### src/rtl/dpy_pkg.sv
// Shared types and the seven-segment font for the paged display scanner.
// Segment bit order is a..g in bits 0..6, active-high.
package dpy_pkg;

  typedef enum logic [1:0] {
    MODE_MANUAL = 2'b00,
    MODE_AUTO   = 2'b01,
    MODE_STEP   = 2'b10,
    MODE_BLANK  = 2'b11
  } mode_e;

  localparam logic [6:0] SEG_FONT [16] = '{
    7'h3F, 7'h06, 7'h5B, 7'h4F, 7'h66, 7'h6D, 7'h7D, 7'h07,
    7'h7F, 7'h6F, 7'h77, 7'h7C, 7'h39, 7'h5E, 7'h79, 7'h71
  };

endpackage

### src/rtl/dpy_scan_paged_hex7seg.sv
// Hex nibble to seven-segment pattern lookup.
// Purely combinational, no backpressure.
module hex7seg
  import dpy_pkg::*;
(
  input  logic [3:0] nibble_i,
  output logic [6:0] seg_o
);

  assign seg_o = SEG_FONT[nibble_i];

endmodule

### src/rtl/dpy_scan_paged.sv
// Multi-page seven-segment scanner with manual/auto/step page selection.
// Outputs registered one clock behind the digit index; no backpressure.
module dpy_scan_paged
  import dpy_pkg::*;
#(
  parameter int DIGIT_CNT = 8,
  parameter int PAGE_CNT  = 4,
  parameter int SCAN_DIV  = 100_000,
  parameter int DWELL_DIV = 200_000_000,
  localparam int PW = (PAGE_CNT > 1) ? $clog2(PAGE_CNT) : 1
) (
  input  logic                            clock,
  input  logic                            reset,
  input  logic [PAGE_CNT*DIGIT_CNT*4-1:0] number,
  input  logic [PAGE_CNT*DIGIT_CNT-1:0]   dp,
  input  logic [1:0]                      mode,
  input  logic [PW-1:0]                   page_sel,
  input  logic                            next_page,
  input  logic                            lz_blank,
  output logic [DIGIT_CNT-1:0]            digit_o,
  output logic [7:0]                      segment_o,
  output logic [PW-1:0]                   page_o
);

  localparam int SW = (SCAN_DIV > 1) ? $clog2(SCAN_DIV) : 1;
  localparam int DW = (DWELL_DIV > 1) ? $clog2(DWELL_DIV) : 1;
  localparam int IW = (DIGIT_CNT > 1) ? $clog2(DIGIT_CNT) : 1;
  localparam int FW = DIGIT_CNT * 4;
  localparam logic [SW-1:0] SCAN_MAX  = SW'(SCAN_DIV - 1);
  localparam logic [DW-1:0] DWELL_MAX = DW'(DWELL_DIV - 1);
  localparam logic [IW-1:0] IDX_MAX   = IW'(DIGIT_CNT - 1);
  localparam logic [PW-1:0] PAGE_MAX  = PW'(PAGE_CNT - 1);

  logic [SW-1:0]        scan_q, scan_d;
  logic [IW-1:0]        idx_q, idx_d;
  logic [DW-1:0]        dwell_q, dwell_d;
  logic [PW-1:0]        page_q, page_d, page_inc;
  logic [PW-1:0]        pout_q;
  logic [1:0]           mode_q;
  logic                 np_q, rise_q, started_q;
  logic [FW-1:0]        frame_q, page_nib, hi_nib;
  logic [DIGIT_CNT-1:0] frame_dp_q, page_dp;
  logic [DIGIT_CNT-1:0] digit_q, digit_d;
  logic [7:0]           seg_q, seg_d;
  logic [3:0]           cur_nib;
  logic [6:0]           font_seg;
  logic                 scan_wrap, mode_chg, latch, lead_zero;
  mode_e                mode_cur;

  assign mode_cur = mode_e'(mode);
  assign page_nib = number[page_d*FW +: FW];
  assign page_dp  = dp[page_d*DIGIT_CNT +: DIGIT_CNT];
  assign cur_nib  = frame_q[idx_q*4 +: 4];
  assign hi_nib   = frame_q >> (idx_q * 4);

  hex7seg u_font (
    .nibble_i (cur_nib),
    .seg_o    (font_seg)
  );

  always_comb begin
    scan_wrap = (scan_q == SCAN_MAX);
    mode_chg  = (mode != mode_q);
    page_inc  = (page_q == PAGE_MAX) ? '0 : page_q + 1'b1;
    scan_d    = scan_q;
    idx_d     = idx_q;
    dwell_d   = '0;
    page_d    = page_q;
    // The very first clock only latches a frame; scanning starts on the next one.
    if (started_q) begin
      scan_d = scan_wrap ? '0 : scan_q + 1'b1;
      if (scan_wrap) idx_d = (idx_q == IDX_MAX) ? '0 : idx_q + 1'b1;
    end
    unique case (mode_cur)
      MODE_MANUAL: page_d = (page_sel > PAGE_MAX) ? PAGE_MAX : page_sel;
      MODE_AUTO: begin
        if (!mode_chg) begin
          if (dwell_q == DWELL_MAX) page_d = page_inc;
          else dwell_d = dwell_q + 1'b1;
        end
      end
      MODE_STEP: if (!mode_chg && rise_q) page_d = page_inc;
      default: ;
    endcase
    latch     = !started_q || (scan_wrap && idx_q == IDX_MAX);
    lead_zero = lz_blank && (idx_q != '0) && (hi_nib == '0);
    digit_d   = '0;
    seg_d     = '0;
    if (started_q && mode_cur != MODE_BLANK) begin
      digit_d = DIGIT_CNT'(1) << idx_q;
      seg_d   = {frame_dp_q[idx_q], lead_zero ? 7'h00 : font_seg};
    end
  end

  always_ff @(posedge clock or posedge reset) begin
    if (reset) begin
      scan_q     <= '0;
      idx_q      <= '0;
      dwell_q    <= '0;
      page_q     <= '0;
      pout_q     <= '0;
      mode_q     <= '0;
      np_q       <= 1'b0;
      rise_q     <= 1'b0;
      started_q  <= 1'b0;
      frame_q    <= '0;
      frame_dp_q <= '0;
      digit_q    <= '0;
      seg_q      <= '0;
    end else begin
      scan_q    <= scan_d;
      idx_q     <= idx_d;
      dwell_q   <= dwell_d;
      page_q    <= page_d;
      mode_q    <= mode;
      np_q      <= next_page;
      rise_q    <= next_page & ~np_q;
      started_q <= 1'b1;
      digit_q   <= digit_d;
      seg_q     <= seg_d;
      if (latch) begin
        frame_q    <= page_nib;
        frame_dp_q <= page_dp;
        pout_q     <= page_d;
      end
    end
  end

  assign digit_o   = digit_q;
  assign segment_o = seg_q;
  assign page_o    = pout_q;

endmodule

### config.mk
export PLATFORM = sky130hd
export DESIGN_NAME = dpy_scan_paged
export DESIGN_NICKNAME = d
export VERILOG_FILES = /design/src/rtl/dpy_pkg.sv /design/src/rtl/dpy_scan_paged_hex7seg.sv /design/src/rtl/dpy_scan_paged.sv
export SDC_FILE = /design/constraint.sdc
export NUM_CORES = 1
export LEC_CHECK = 0
export ABC_AREA = 1
export CAP_MARGIN = 20
export CORE_MARGIN = 4
export CORE_UTILIZATION = 40
export DETAILED_ROUTE_END_ITERATION = 10
export DONT_BUFFER_PORTS = 1
export SLEW_MARGIN = 30
export SYNTH_ARGS = -nofsm -noshare
export SYNTH_HDL_FRONTEND = slang
export SYNTH_SLANG_ARGS = --single-unit
### constraint.sdc
create_clock -name clock -period 5.6 [get_ports clock]
set_clock_uncertainty 0.15 [all_clocks]
set_input_delay 1.4 -clock clock [delete_from_list [all_inputs] [get_ports clock]]
set_output_delay 1.4 -clock clock [all_outputs]
set_load 0.01 [all_outputs]
# Yosys cells after proc, flatten, opt, wreduce, memory -nomap -nowiden
# Memories as Yosys holds them, arrays and structs flattened.
# Index checks and enable logic that the tools add are counted.
# Widths: inputs -> output; s select.
[classes] n_eq_ne=8 shifts=5 reduce_logical=12 n_lt_le_gt_ge=3 mux=18 addsub=4 n_bitwise=3
[ops] cell="$shiftx 128x8->32" n=1
[ops] cell="$mux 28" n=3
[ops] cell="$logic_not 32->1" n=1
[ops] cell="$shiftx 32x6->4" n=1
[ops] cell="$shiftx 32x6->8" n=1
[ops] cell="$shr 32x5->32" n=1
[ops] cell="$add 28x1->28 const B" n=1
[ops] cell="$eq 28x28->1 const B" n=1
[ops] cell="$mux 7" n=3
[ops] cell="$add 17x1->17 const B" n=1
[ops] cell="$eq 17x17->1 const B" n=1
[ops] cell="$mux 17" n=1
[ops] cell="$mux 8" n=2
[ops] cell="$mux 2" n=5
[ops] cell="$shl 1x3->8 const A" n=1
[ops] cell="$pmux 2 s3" n=1
[ops] cell="$ge 5x5->1 const B" n=1
[ops] cell="$logic_and 1x1->1" n=5
[ops] cell="$not 4->5" n=1
[ops] cell="$eq 2x2->1 const B" n=2
[ops] cell="$lt 3x4->1 const B" n=1
[ops] cell="$add 3x1->3 const B" n=1
[ops] cell="$bmux 1 s3" n=1
[ops] cell="$eq 3x3->1 const B" n=1
[ops] cell="14 further kinds" n=15
[totals] n_memories=1 inputBits=168 word_cells=67 ff_bits=113 romBits=112
[mem_list] name="(no name shown)" words=16 width=7 rd=1 rd_clocked_by_memory_dff=0 write_ports=0 line="dpy_scan_paged_hex7seg.sv:10" source="assign seg_o = SEG_FONT[nibble_i];"

# Logic depth before layout (Yosys ltp)
[logic_depth] word_depth=7 ltp_mapped=17

# Hierarchy
# A second synthesis with hierarchy kept.
[unflattened] hier_cells=1166 hier_area_um2=7681.1
[modules_own_cells] module="dpy_scan_paged" area_each_um2=7410.9 n_inst=1 cells_per_inst=1114
[modules_own_cells] module="hex7seg" area_each_um2=270.3 n_inst=1 cells_per_inst=52

# Worst setup path after synthesis
# OpenSTA, ideal clock, no wires.
[synth_path] path_type="input -> register" start="input mode[0]" end="register frame_dp_q[7]" n_path_buf=3 arrival_ps=2788 path_stages=13 setup_time_ps=124 path_slack_ps=2537 t_required_ps=5326 path_cell_list="buf_2 > xnor2_1 > nand3_1 > nand2_1 > nand2_1 > o21ai_2 > nand2_4 > nand2_4 > buf_6 > buf_2 > nand2_1 > nand3_1 > nand3_1"
[synth_between] elab_chain_cells=6
[synth_lines] item="from (decl)" line="dpy_scan_paged.sv:16" source="input logic [1:0] mode,"
[synth_lines] item="$ne 2x2->1" line="dpy_scan_paged.sv:63" source="mode_chg = (mode != mode_q);"
[synth_lines] item="$logic_not 1->1" line="dpy_scan_paged.sv:82" source="MODE_STEP: if (!mode_chg && rise_q) page_d = page_inc;"
[synth_lines] item="$logic_and 1x1->1" line="dpy_scan_paged.sv:82"
[synth_lines] item="$mux 2" line="dpy_scan_paged.sv:82"
[synth_lines] item="$pmux 2 s3 *" line="dpy_scan_paged.sv:74" source="unique case (mode_cur)"
[synth_lines] item="$shiftx 32x6->8 *" line="dpy_scan_paged.sv:52" source="assign page_dp = dp[page_d*DIGIT_CNT +: DIGIT_CNT];"
[synth_lines] item="to (signal assigned)" line="dpy_scan_paged.sv:123" source="frame_dp_q <= page_dp;"
[synth_lines] item="to (decl)" line="dpy_scan_paged.sv:42" source="logic [DIGIT_CNT-1:0] frame_dp_q, page_dp;"
# Mark *: on every way between the ends. The rest lies on a longest branch, timed or not.
# A chain may end at the register's enable or synchronous reset.

# Final worst setup path
[layout_path] start="register idx_q[0]" end="register seg_q[6], in the netlist segment_o[6]"
[layout_between] elab_chain_cells=7
[layout_lines] item="from (decl)" line="dpy_scan_paged.sv:35" source="logic [IW-1:0] idx_q, idx_d;"
[layout_lines] item="from (signal assigned)" line="dpy_scan_paged.sv:112" source="idx_q <= idx_d;"
[layout_lines] item="$shiftx 32x6->4" line="dpy_scan_paged.sv:53" source="assign cur_nib = frame_q[idx_q*4 +: 4];"
[layout_lines] item="$not 4->5 (implied by the code)" line="dpy_scan_paged_hex7seg.sv:10"
[layout_lines] item="$mem_v2 16x7"
[layout_lines] item="$mux 7 (implied by the code) (2 in a row)" line="dpy_scan_paged_hex7seg.sv:10"
[layout_lines] item="$mux 7 *" line="dpy_scan_paged.sv:91" source="seg_d = {frame_dp_q[idx_q], lead_zero ? 7'h00 : font_seg};"
[layout_lines] item="$mux 8 *" line="dpy_scan_paged.sv:89" source="if (started_q && mode_cur != MODE_BLANK) begin"
[layout_lines] item="via seg_d[6]" line="dpy_scan_paged.sv:44" source="logic [7:0] seg_q, seg_d;"
[layout_lines] item="to (signal assigned)" line="dpy_scan_paged.sv:120" source="seg_q <= seg_d;"
[layout_lines] item="to (decl)" line="dpy_scan_paged.sv:44"
# The timed path passes the listed nets; every way through them passes the cells marked *. The select of a mux whose other input is x is not followed.

==> results.sh <==
export IMPL_p_switching_uw=793.0
export IMPL_grt_first_pass_wirelength_mm=32.84
export IMPL_grtUsageTotal_pct=18.58
export IMPL_timing_final_hold_violations=0
export IMPL_die_h_um=146.7
export IMPL_die_width_um=146.7
export IMPL_num_rows=50
export IMPL_detail_route_wl_per_cell_um=13.79
export IMPL_clock_sinks=113
export IMPL_ioPinCount=186
export IMPL_detail_route_first_pass_iterations=5
export IMPL_finalSetupViolations=0
export IMPL_place_gp_congestion=0.9069
export IMPL_rsz_0062_raised_after_global_routing="false"
export IMPL_fp_dieArea_sq_mm=0.02152
export IMPL_coreArea_sq_mm=0.01883
export IMPL_p_comb_share_pct=18.5
export IMPL_via_count_of_the_first_global_routing_pass=6690
export IMPL_ant_nets=0
export IMPL_ratio_of_routed_vias_to_standard_cells=4.900
export IMPL_sequential_fraction_of_the_synthesis_area_pct=36.75
export IMPL_setup_slack_of_the_worst_register_to_register_path_ns=1.56
export IMPL_worst_path_dominant_cell_family="simple AND/OR/NAND/NOR gates"
export IMPL_area_growth_syn_to_layout_pct=9.740
export IMPL_worst_r2r_path_depth=15
export IMPL_worst_hold_startpoint="np_q"
export IMPL_power_density_mw_per_mm2=311.2
export IMPL_timing_critical_path_from_type="register"
export IMPL_setup_tns_final_ns=0
export IMPL_hold_path_end="rise_q"
export IMPL_clk_transition_reported_paths_ns=0.06
export IMPL_n_fill_cell=1971
export IMPL_cts_made_buffers=17
export IMPL_worstSetupPathType="reg2reg"
export IMPL_maxSlewViolCount=0
export IMPL_antenna_cells=0
export IMPL_worst_r2r_start="idx_q[0]"
export IMPL_pre_cts_slack_ns=1.620
export IMPL_postCtsResizedCells=0
export IMPL_crit_chain="inv_1 -> or2_2 -> o21ai_0 -> inv_1 -> nor2_1 -> nor2_1 -> o21ai_0 -> ha_1 -> nand3_1 -> nor2_1 -> nand4_1 -> nand2_1 -> nand2_1 -> inv_1 -> nor2_1"
export IMPL_synthesis_warning_total=0
export IMPL_relSlewSlack_pct=38.74
export IMPL_cp_data_arrival_time_ns=4.18
export IMPL_fin_ws_ns=1.562
export IMPL_grt_overflow_total=0
export IMPL_syn_cell_area_sq_mm=0.007695
export IMPL_insertion_delay_of_the_later_clocked_pin_in_the_worst_skew_pair_ns=0.41
export IMPL_synth_main_ff_cell="sky130_fd_sc_hd__dfrtp_1"
export IMPL_tritoncts_clock_tree="done"
export IMPL_final_design_area_no_fill_sq_mm=0.008444
export IMPL_cp_slowest_cell="sky130_fd_sc_hd__dfrtp_1"
export IMPL_detail_route_drc_violations=0
export IMPL_worstReg2RegEnd="segment_o[6]"
export IMPL_post_dp_cell_area_sq_mm=0.007806
export IMPL_outcome="finished, final reports clean"
export IMPL_antenna_found_initial=0
export IMPL_io_buffers=0
export IMPL_routed_wirelength_mm=19.60
export IMPL_drt_iter0_markers=434
export IMPL_critical_path_buf_inv_count=3
export IMPL_overall_via_count_from_detail_route=6963
export IMPL_cp_max_fo=32
export IMPL_path_type_of_the_worst_min_delay_path="reg2reg"
export IMPL_timing_max_cap_violations=0
export IMPL_synth_lib_cells_used_distinct=42
export IMPL_critPathRequiredTime_ns=5.74
export IMPL_worst_slew_pin_slew_ns=0.9187
export IMPL_timing_hold_worst_path_depth=1
export IMPL_peakVddDrop_mv=0.1931
export IMPL_drive_above_1_share_pct=5.340
export IMPL_avgSynthCellArea_sq_um=6.588
export IMPL_worst_path_largest_cell_delay_ns=0.91
export IMPL_post_cts_setup_buffers=0
export IMPL_power_leakage_uw=0.004394
export IMPL_synth_cells=1168
export IMPL_seqPwrFrac_pct=38.3
export IMPL_root_buffer="sky130_fd_sc_hd__clkbuf_16"
export IMPL_ctsHtreeMaxLevel=4
export IMPL_ys_async_rst_share_pct=100.0
export IMPL_power_switching_share_pct=30.18
export IMPL_fin_crit_ns=4.038
export IMPL_share_clk_of_total_power_pct=43.2
export IMPL_floorplan_initialDensity_pct=40.86
export IMPL_detailedPlacementHpwl_mm=14.85
export IMPL_critPathMostFrequentCell="sky130_fd_sc_hd__nor2_1"
export IMPL_synth_edf_count=0
export IMPL_ys_seq_elements=113
export IMPL_max_freq_ghz=0.2477
export IMPL_finish_net_count=1330
export IMPL_post_cts_hold_buffer_count=0
export IMPL_internal_power_uw=1835
export IMPL_end_kind="register"
export IMPL_grt_start_max_net_pins=67
export IMPL_timing_final_crit_share_pct=72.10
export IMPL_synth_net_count=1350
export IMPL_ctsLongestPathBuffers=2
[per-stage QoR]
step	util [%]	hold WS, ns	power (uW)	std cells
final	44.84	0.2502	2628	1421
after global routing	44.84	0.2602	2790	1421
after CTS	44.78	0.2537	2656	1421
after detailed placement	41.46	0.2518	1509	1389
after global placement	41.46	0.2426	1506	1389
after floorplan	-	0.2263	1394	1168
[metal layers]
layer | vias to the layer above | share of wire, % | wire, um | global-route usage, %
li1 | 3589 | - | - | -
met1 | 3166 | 46 | 9017 | 24.91
met2 | 185 | 48 | 9351 | 29.89
met4 | 0 | 1.7 | 325 | 5.691
met3 | 23 | 4.6 | 906 | 4.411
met5 | - | 0 | 0 | 0
[cell usage in the layout (no fill, tap or decap), types with 3 or more instances in the layout]
cell                         synthesis  final
sky130_fd_sc_hd__o21ai_0            40     40
sky130_fd_sc_hd__clkinv_2            0      3
sky130_fd_sc_hd__o21ai_1             3      3
sky130_fd_sc_hd__or2_0               3      3
sky130_fd_sc_hd__clkbuf_16           0     17
sky130_fd_sc_hd__o22ai_1             3      3
sky130_fd_sc_hd__nand3_1           163    163
sky130_fd_sc_hd__or2_1              19     19
sky130_fd_sc_hd__nor3_1             20     20
sky130_fd_sc_hd__nor3b_1             4      4
sky130_fd_sc_hd__clkinv_1            3      3
sky130_fd_sc_hd__nor2_2              5      4
sky130_fd_sc_hd__buf_4               4      4
sky130_fd_sc_hd__bufinv_16           0      3
sky130_fd_sc_hd__o31ai_1             3      3
sky130_fd_sc_hd__o211ai_1            4      4
sky130_fd_sc_hd__xor2_1             13     13
sky130_fd_sc_hd__clkbuf_8            0      5
sky130_fd_sc_hd__clkinvlp_4          0      3
sky130_fd_sc_hd__nor2_4              3      4
sky130_fd_sc_hd__inv_2               4      4
sky130_fd_sc_hd__a21oi_1            26     26
sky130_fd_sc_hd__ha_1               14     14
sky130_fd_sc_hd__nor4_1              9      9
sky130_fd_sc_hd__o21a_1              7      7
sky130_fd_sc_hd__dfrtp_1           113    113
sky130_fd_sc_hd__or2_2               4      4
sky130_fd_sc_hd__nand4_1            12     12
sky130_fd_sc_hd__inv_1             207    206
sky130_fd_sc_hd__nand2_1           336    336
sky130_fd_sc_hd__nor2_1             89     89
[kinds of logic (layout without fill, tap and decap cells)]
logic type / after synthesis / count (layout) / synth area share, %
buffers and inverters: 257 / 250 / 13.64
adder cells (fa/ha/maj): 14 / 14 / 2.276
other: 1 / 1 / 0.04873
flip-flops: 113 / 113 / 36.75
XOR/XNOR: 15 / 15 / 1.707
AND/OR/NAND/NOR: 674 / 674 / 38.52
multiplexers: 2 / 2 / 0.2602
AO/OA/AOI/OAI: 92 / 92 / 6.797
[synthesized netlist by cell type (all sizes together), types with 14 or more instances]
library cell,count,area (sq um)
or2,26,162.7
ha,14,175.2
nand2,340,1296
o21ai,45,232.7
nand3,164,825.8
a21oi,27,138.9
nor2,97,399.1
dfrtp,113,2828
inv,211,792.0
buf,30,197.7
nor3,20,100.1
[registers in the layout (all words and copies together) (netlist names), 2 cells and up]
signal	count
frame_q	32
dwell_q	28
scan_q	17
digit_o	8
frame_dp_q	8
segment_o	8
idx_q	3
mode_q	2
page_o	2
page_q	2
[cell type report]
type	count	area [sq um]	area share (%)
clock buffers	23	498.0	5.897
clock inverters	9	127.6	1.511
inverters	214	805.8	9.542
multi-input cells	798	3830	45.35
flip-flops and latches	113	2828	33.49
well taps	260	325.3	3.852
repair buffers	4	30.03	0.3556
[power groups by stage]
| stage | registers [uW] | clock network (uW) | logic (uW) |
|---|---|---|---|
| after floorplan | 984 | 0 | 409 |
| after global placement | 1020 | 0 | 487 |
| after detailed placement | 1020 | 0 | 489 |
| after CTS | 1010 | 1160 | 492 |
| after global routing | 1020 | 1200 | 570 |
| final | 1010 | 1140 | 487 |
[worst max-delay path by stage]
stage | cells after the start | slack [ns] | startpoint | endpoint
2_1_floorplan | 1 | 1.06 | reset | digit_o[0]
3_3_place_gp | 8 | 1.55 | idx_q[0] | frame_q[25]
3_5_place_dp | 15 | 1.62 | idx_q[0] | segment_o[2]
4_1_cts | 8 | 1.61 | idx_q[0] | frame_dp_q[0]
5_1_grt | 15 | 1.09 | idx_q[0] | segment_o[6]
6_report | 15 | 1.56 | idx_q[0] | segment_o[6]
(Power assumes the default switching activity.)
